<file path="config.mk">
export PLATFORM = sky130hd
export DESIGN_NAME = up_down_counter_nch
export DESIGN_NICKNAME = d
export VERILOG_FILES = /design/src/rtl/up_down_counter_nch.sv
export SDC_FILE = /design/constraint.sdc
export NUM_CORES = 1
export LEC_CHECK = 0
export CAP_MARGIN = 30
export CORE_ASPECT_RATIO = 1.5
export CORE_MARGIN = 2
export CORE_UTILIZATION = 56
export DETAILED_ROUTE_END_ITERATION = 8
export DONT_BUFFER_PORTS = 1
export PLACE_DENSITY = 0.71
export SLEW_MARGIN = 10
export SYNTH_ARGS = -nofsm -noshare
export SYNTH_HDL_FRONTEND = slang
export SYNTH_SLANG_ARGS = --single-unit
</file>
<file path="constraint.sdc">
create_clock -name clk_i -period 3.7 [get_ports clk_i]
set_input_delay 1.11 -clock clk_i [delete_from_list [all_inputs] [get_ports clk_i]]
set_output_delay 1.11 -clock clk_i [all_outputs]
set_load 0.03 [all_outputs]
</file>
<file path="src/rtl/up_down_counter_nch.sv">
// Bank of NCH independent up/down counters with per-channel step, load and clear.
// Each channel can wrap or saturate on overflow, and reports a terminal-count pulse and a sticky overflow flag.
module up_down_counter_nch #(
  parameter int unsigned WIDTH    = 8,
  parameter int unsigned NCH      = 4,
  parameter int unsigned STEP_W   = 4,
  parameter int unsigned SATURATE = 0
) (
  input  logic                    clk_i,
  input  logic                    rst_n_i,
  input  logic [NCH-1:0]          clr_i,
  input  logic [NCH-1:0]          load_i,
  input  logic [NCH*WIDTH-1:0]    load_val_i,
  input  logic [NCH-1:0]          en_i,
  input  logic [NCH-1:0]          up_down_i,
  input  logic [NCH*STEP_W-1:0]   step_i,
  output logic [NCH*WIDTH-1:0]    cntr_o,
  output logic [NCH-1:0]          tc_o,
  output logic [NCH-1:0]          ovf_o
);

  localparam int unsigned SUM_W = WIDTH + 1;

  for (genvar c = 0; c < NCH; c++) begin : g_ch
    logic [WIDTH-1:0] cnt_q;
    logic [WIDTH-1:0] cnt_d;
    logic             tc_q;
    logic             tc_d;
    logic             ovf_q;
    logic             ovf_d;
    logic [SUM_W-1:0] step_ext;
    logic [SUM_W-1:0] sum;

    // Next-state selection: clear beats load, load beats count, otherwise hold.
    always_comb begin
      step_ext = SUM_W'(step_i[c*STEP_W +: STEP_W]);
      if (up_down_i[c]) begin
        sum = SUM_W'(cnt_q) + step_ext;
      end else begin
        sum = SUM_W'(cnt_q) - step_ext;
      end

      cnt_d = cnt_q;
      tc_d  = 1'b0;
      ovf_d = ovf_q;

      if (clr_i[c]) begin
        cnt_d = '0;
        ovf_d = 1'b0;
      end else if (load_i[c]) begin
        cnt_d = load_val_i[c*WIDTH +: WIDTH];
      end else if (en_i[c]) begin
        cnt_d = sum[WIDTH-1:0];
        // The extra top bit is the carry when counting up, or the borrow when counting down.
        if (sum[WIDTH]) begin
          tc_d  = 1'b1;
          ovf_d = 1'b1;
          if (SATURATE != 0) begin
            cnt_d = up_down_i[c] ? {WIDTH{1'b1}} : {WIDTH{1'b0}};
          end
        end
      end
    end

    // Per-channel state registers.
    always_ff @(posedge clk_i or negedge rst_n_i) begin
      if (!rst_n_i) begin
        cnt_q <= '0;
        tc_q  <= 1'b0;
        ovf_q <= 1'b0;
      end else begin
        cnt_q <= cnt_d;
        tc_q  <= tc_d;
        ovf_q <= ovf_d;
      end
    end

    assign cntr_o[c*WIDTH +: WIDTH] = cnt_q;
    assign tc_o[c]                  = tc_q;
    assign ovf_o[c]                 = ovf_q;
  end

endmodule

</file>
==> impl_metrics.env, run 1 <==
export IMPL_synth_edf_count=0
export IMPL_timing_final_crit_share=0.8552
export IMPL_maxCapViolCount=0
export IMPL_drtAntennaViolNets=0
export IMPL_timing_fmax_mhz=316.0
export IMPL_worst_ep_arrival_time_ps=3390
export IMPL_dp_hpwl_microns=6590
export IMPL_critical_path_endpoint_type="register"
export IMPL_worst_vdd_ir_uv=226.5
export IMPL_routabilityCongestion=0.8826
export IMPL_final_net_count=541
export IMPL_startpoint_class_of_the_critical_path="input pin"
export IMPL_drt_drc_violations_left=0
export IMPL_dpl_cell_count=500
export IMPL_grt_pass1_wl_microns=14100
export IMPL_p_clk_frac=0.257
export IMPL_synth_top_family_by_area="compound AO/OA/AOI/OAI gates"
export IMPL_worstSkewPairLatency_ps=290
export IMPL_seq_area_frac_synth=0.2650
export IMPL_clock_sinks=40
export IMPL_cts_buffer_depth=2
export IMPL_relSlewSlack=0.6141
export IMPL_power_leakage_nw=1.901
export IMPL_h_tree_depth=2
export IMPL_synth_top_cells_by_count="nor2_1, dfrtp_1, ha_1, inv_1, a21oi_1"
export IMPL_synthAdderAreaFrac=0.1537
export IMPL_fp_dieH_microns=104.6
export IMPL_yosys_most_used_dff="dfrtp_1"
export IMPL_via_count=3183
export IMPL_numCtsBuffers=5
export IMPL_worst_r2r_path_depth=8
export IMPL_grt_use_total=0.2320
export IMPL_power_share_switching=0.3535
export IMPL_design_core_area_sq_um=6531
export IMPL_ys_ff_latch=40
export IMPL_crit_reg2reg_capture="g_ch[0].ovf_q"
export IMPL_max_slew_worst_pin_slew_ps=564.3
export IMPL_timing_reg2reg_setup_slack_ps=1170
export IMPL_rsz0062_at_grt="false"
export IMPL_route_detailed_wl_per_inst_microns=16.50
export IMPL_power_density_nw_per_um2=352.2
export IMPL_grt_pass1_vias=3225
export IMPL_r2r_start="g_ch[0].cnt_q[0]"
export IMPL_switchingPower_mw=0.4815
export IMPL_yosys_area_share_xor_xnor=0.03478
export IMPL_setup_tns_final_ps=0
export IMPL_holdCritPathClass="input pin to asynchronous set/reset pin"
export IMPL_yosysMostFrequentCell="nor2_1"
export IMPL_synth_fp_nets=556
export IMPL_internal_power_mw=0.8805
export IMPL_fill_cells=606
export IMPL_post_synth_top_area_cell="dfrtp_1"
export IMPL_area_contributors_post_synth="dfrtp_1, ha_1, nor2_1, mux2i_1, a21oi_1"
export IMPL_power_sequential_fraction=0.429
export IMPL_ios=106
export IMPL_post_cts_setup_buffer_count=0
export IMPL_final_max_slew_violation_count=0
export IMPL_count_of_distinct_cell_types_in_the_synthesized_netlist=52
export IMPL_largest_net_degree_at_the_start_of_global_routing=41
export IMPL_clock_skew_ps=8.584
export IMPL_synthSimpleGateAreaFrac=0.1722
export IMPL_post_synth_cell_area_avg_sq_um=8.469
export IMPL_critical_path_data_required_time_ps=3930
export IMPL_diodes=0
export IMPL_critical_path_peak_fanout=5
export IMPL_mappedNetlistArea_sq_um=3777
export IMPL_cts_reportedPaths_clkPinSlew_ps=80
export IMPL_detailed_route_iter0_violations=96
export IMPL_port_buffer_count=0
export IMPL_pwr_share_comb=0.314
export IMPL_number_of_antenna_violations_at_the_first_check_in_global_routing=0
export IMPL_synth_warning_count=0
export IMPL_route_detailed_vias_per_inst=6.266
export IMPL_cts_resized_gates=0
export IMPL_final_hold_violation_count=0
export IMPL_layout_min_cycle_time_ps=3164
export IMPL_cts_hold_buf=0
export IMPL_postSynth_asyncResetShare=1.000
export IMPL_floorplan_die_area_sq_um=7432
export IMPL_drtPass1Iterations=5
export IMPL_wl_microns=8380
export IMPL_tritoncts="yes"
export IMPL_die_span_in_x_microns=71.06
export IMPL_initial_cell_density_of_the_core=0.5784
export IMPL_synth_top_cell_area_share=0.2650
export IMPL_area_growth_pct=2.385
export IMPL_cts_root_buffer="clkbuf_8"
export IMPL_post_synth_mux_area_share=0.07718
export IMPL_critical_path_startpoint="step_i[14]"
export IMPL_grt_overflow_total=0
export IMPL_syn_instance_count=446
export IMPL_setup_viol=0
export IMPL_endpoint="g_ch[3].ovf_q"
export IMPL_timing_setup_critical_path_class="input pin to register"
export IMPL_outcome="finished clean"
export IMPL_std_cell_rows=36
export IMPL_final_layout_size_suffix_gt1_frac=0.06250
export IMPL_final_cells=508
export IMPL_synth_compound_area_frac=0.2286
[logic make-up after synthesis]
| kind of cell | after synthesis |
|---|---|
| buf+inv | 61 |
| flops | 40 |
| fa+ha+maj | 44 |
| xor+xnor | 15 |
| compound gates | 129 |
| simple gates | 129 |
| mux | 28 |
[area by class of cell]
class | instances | area [sq um] | area share
multi-input cells | 345 | 2517 | 0.6509
flip-flops and latches | 40 | 1001 | 0.2588
inverters | 39 | 146.4 | 0.03785
well taps | 76 | 95.09 | 0.02459
clock buffers | 6 | 72.57 | 0.01876
clock inverters | 2 | 35.03 | 0.009059
[layout by cell type, fill, tap and decap left out, types with 3 or more instances in the layout]
cell type / synthesis / final
a31oi_1: 3 / 3
o31a_1: 3 / 3
ha_1: 40 / 40
a221oi_1: 6 / 6
o21ai_1: 13 / 13
nor3b_1: 7 / 7
a21oi_1: 33 / 33
nor2_1: 63 / 63
nand2b_1: 5 / 5
or4_1: 3 / 3
xnor2_1: 8 / 8
fa_1: 4 / 4
a2111oi_0: 3 / 3
a22oi_1: 9 / 9
a21o_1: 7 / 7
nor3_1: 18 / 18
mux2_2: 9 / 9
nand2_1: 12 / 12
nor2b_1: 6 / 6
o21a_1: 4 / 4
dfrtp_1: 40 / 40
or3_1: 3 / 3
o21bai_1: 4 / 4
xor2_1: 7 / 7
inv_1: 38 / 38
a211oi_1: 12 / 12
mux2i_1: 19 / 19
o21ai_0: 12 / 12
o22ai_1: 3 / 3
o211a_1: 3 / 3
clkbuf_8: 0 / 5
[flip-flops by register name, indices dropped and copies added, names as in the netlist]
name	count
g_ch.tc_q	4
g_ch.cnt_q	32
g_ch.ovf_q	4
[layer usage]
metal,share of wire,GRT usage,vias up
met5,0,0,-
met4,0.016,0.06334,0
met3,0.056,0.05400,14
met2,0.53,0.4346,94
met1,0.40,0.2551,1499
li1,-,-,1576
[through the flow]
step / total power, mW / setup WS, ps / utilization / cell area [sq um] / hold slack (ps)
2_1_floorplan: 0.9655 / 381.0 / - / 3777 / 457.0
3_3_place_gp: 1.007 / 292.7 / 0.5757 / 3760 / 696.2
6_report: 1.362 / 535.6 / 0.5921 / 3867 / 507.6
3_5_place_dp: 1.020 / 249.6 / 0.5757 / 3760 / 693.9
5_1_grt: 1.460 / 215.3 / 0.5921 / 3867 / 477.3
4_1_cts: 1.380 / 549.1 / 0.5921 / 3867 / 491.8
[power groups by stage]
stage          combinational (mW)  clock, mW  sequential, mW
2_1_floorplan               0.397          0           0.568
3_3_place_gp                0.414          0           0.593
3_5_place_dp                0.427          0           0.594
4_1_cts                     0.430      0.365           0.585
5_1_grt                     0.490      0.382           0.589
6_report                    0.428      0.350           0.584
[worst min-delay path by stage]
stage / endpoint / cells past startpoint / slack (ps)
2_1_floorplan: g_ch[2].ovf_q / 2 / 460
3_3_place_gp: g_ch[2].ovf_q / 2 / 700
3_5_place_dp: g_ch[2].ovf_q / 2 / 690
4_1_cts: g_ch[2].cnt_q[6] / 0 / 490
5_1_grt: g_ch[2].cnt_q[6] / 0 / 480
6_report: g_ch[2].cnt_q[5] / 0 / 510
[worst max-delay path, cell delays in order]
cell and delay (ps):
nor3_1 260, ha_1 290, mux2_2 260, ha_1 330
o21a_1 190, o31a_1 110, o211a_1 240, or4b_4 520
nand3_2 80
Note: power is estimated with default switching activity, not from simulation.
==> run 2, diff against run 1 <==
--- a/config.mk
+++ b/config.mk
@@ -11,7 +11,8 @@
 export CORE_UTILIZATION = 56
 export DETAILED_ROUTE_END_ITERATION = 8
 export DONT_BUFFER_PORTS = 1
-export PLACE_DENSITY = 0.71
+export HOLD_SLACK_MARGIN = 0.12
+export PLACE_DENSITY = 0.76
 export SLEW_MARGIN = 10
 export SYNTH_ARGS = -nofsm -noshare
 export SYNTH_HDL_FRONTEND = slang
==> run 2 against run 1 <==
Final area shrank 0.45%. Core utilization shrank 0.27 points. Die area is the same. Register-to-register slack gained 50 ps. Sequential share of layout area grew 0.12 points. Critical path depth is the same. Critical path type unchanged. Highest routed layer unchanged.
==> impl_metrics.env, run 2 (synthesis results as in run 1) <==
export IMPL_final_layout_size_suffix_gt1_frac=0.06019
export IMPL_drt_drc_violations_left=0
export IMPL_grt_use_total=0.2311
export IMPL_timing_critical_path_cells="nor3_1, ha_1, mux2_2, ha_1, o21a_1, o31a_1, o211a_1, or4b_4, nand2_1"
export IMPL_routabilityCongestion=0.9119
export IMPL_critPathMaxStageDelay_ps=520
export IMPL_timing_fmax_mhz=317.8
export IMPL_rsz0062_at_grt="false"
export IMPL_cts_buffer_depth=2
export IMPL_setup_viol=0
export IMPL_wl_microns=8500
export IMPL_cts_root_buffer="clkbuf_8"
export IMPL_reg_largest_list="g_ch.cnt_q (32), g_ch.ovf_q (4), g_ch.tc_q (4)"
export IMPL_clock_sinks=40
export IMPL_grt_pass1_vias=3238
export IMPL_drtAntennaViolNets=0
export IMPL_critical_path_data_required_time_ps=3930
export IMPL_final_net_count=541
export IMPL_fin_total_pwr_mw=1.317
export IMPL_numCtsBuffers=5
export IMPL_power_leakage_nw=1.891
export IMPL_maxCapViolCount=0
export IMPL_worstSkewPairLatency_ps=290
export IMPL_post_cts_setup_buffer_count=0
export IMPL_grt_overflow_total=0
export IMPL_final_hold_violation_count=0
export IMPL_fp_dieH_microns=104.6
export IMPL_worst_ep_arrival_time_ps=3370
export IMPL_layout_min_cycle_time_ps=3146
export IMPL_cts_resized_gates=0
export IMPL_power_density_nw_per_um2=342.0
export IMPL_initial_cell_density_of_the_core=0.5784
export IMPL_crit_family="simple AND/OR/NAND/NOR gates"
export IMPL_largest_register_ff_count=32
export IMPL_floorplan_die_area_sq_um=7432
export IMPL_post_dp_cell_area_sq_um=3760
export IMPL_area_growth_pct=1.921
export IMPL_cts_reportedPaths_clkPinSlew_ps=80
export IMPL_std_cell_rows=36
export IMPL_route_detailed_vias_per_inst=6.337
export IMPL_outcome="finished clean"
export IMPL_cts_hold_buf=0
export IMPL_largest_net_degree_at_the_start_of_global_routing=41
export IMPL_cp_num_buf_inv=0
export IMPL_startpoint_class_of_the_critical_path="input pin"
export IMPL_critical_path_slowest_cell="or4b_4"
export IMPL_route_detailed_wl_per_inst_microns=16.73
export IMPL_fill_cells=596
export IMPL_timing_final_crit_share=0.8503
export IMPL_holdCritPathClass="input pin to asynchronous set/reset pin"
export IMPL_relSlewSlack=0.6768
export IMPL_drtPass1Iterations=4
export IMPL_ios=106
export IMPL_fin_area_sq_um=3850
export IMPL_max_slew_worst_pin_slew_ps=472.6
export IMPL_dp_hpwl_microns=6692
export IMPL_final_max_slew_violation_count=0
export IMPL_worst_vdd_ir_uv=181.2
export IMPL_tritoncts="yes"
export IMPL_number_of_antenna_violations_at_the_first_check_in_global_routing=0
export IMPL_diodes=0
export IMPL_h_tree_depth=2
export IMPL_path_common_cell="ha_1"
export IMPL_critical_path_endpoint_type="register"
export IMPL_clock_skew_ps=5.743
export IMPL_detailed_route_iter0_violations=129
export IMPL_timing_setup_critical_path_class="input pin to register"
export IMPL_critical_path_peak_fanout=4
export IMPL_final_common_cell="nor2_1"
export IMPL_setup_tns_final_ps=0
export IMPL_port_buffer_count=0
export IMPL_design_core_area_sq_um=6531
export IMPL_via_count=3219
export IMPL_largest_register="g_ch.cnt_q"
export IMPL_final_core_util=0.5895
export IMPL_grt_pass1_wl_microns=14090
export IMPL_die_span_in_x_microns=71.06
export IMPL_top_library_cells_by_usage_in_the_layout_fill_and_taps_aside="nor2_1, ha_1, dfrtp_1, inv_1, a21oi_1"
==> run 2: cell count changes in the layout (fill, tap and decap cells not counted) <==
| cell | delta |
|---|---|
| bufinv_16 | -1 |
| clkbuf_1 | +1 |
| clkbuf_8 | +1 |
| clkinv_2 | -1 |
==> run 2: worst reg2reg max path, stage by stage, from the launching register on <==
cell       delay [ps]
dfrtp_1           550
ha_1              290
inv_1              70
fa_1              400
nor2b_1           220
o31ai_2           100
a2111oi_0         460
or4b_1            210
nand3_1            70
==> run 2: area by class of cell <==
class	instances	area [sq um]	area share
well taps	76	95.09	0.02470
clock buffers	8	90.09	0.02340
inverters	39	146.4	0.03802
multi-input cells	345	2517	0.6539
flip-flops and latches	40	1001	0.2600
==> run 2: power breakdown <==
part	total [mW]	internal, mW	leakage (nW)	switching [mW]
registers	0.584	0.471	0.527	0.112
logic	0.429	0.209	1.32	0.220
clock network	0.304	0.152	0.0455	0.152
total	1.32	0.833	1.89	0.484
==> run 2: final timing paths <==
kind,from,to,slack [ps],cells after the start
min in group clk_i,g_ch[2].ovf_q,g_ch[2].ovf_q,700,2
max in group asynchronous,rst_n_i,g_ch[3].cnt_q[5],3110,0
min reg2reg,g_ch[2].ovf_q,g_ch[2].ovf_q,700,2
max,step_i[6],g_ch[1].tc_q,550,9
max reg2reg,g_ch[0].cnt_q[0],g_ch[0].ovf_q,1220,8
min,rst_n_i,g_ch[1].cnt_q[5],510,0
==> run 2: per-layer routing <==
metal | up-vias | wire [microns] | track usage
met1 | 1518 | 3216 | 0.2425
met5 | - | 0 | 0
met3 | 17 | 487 | 0.04532
met2 | 109 | 4622 | 0.4426
met4 | 0 | 173 | 0.08086
li1 | 1575 | - | -
==> run 2: per-stage QoR <==
stage | hold WS [ps] | setup WS [ps] | cells
finish | 507.6 | 553.8 | 508
global route | 484.4 | 420.1 | 508
CTS | 490.2 | 570.7 | 508
detailed placement | 681.7 | 270.1 | 500
global placement | 686.7 | 305.0 | 500
floorplan | 457.0 | 381.0 | 446
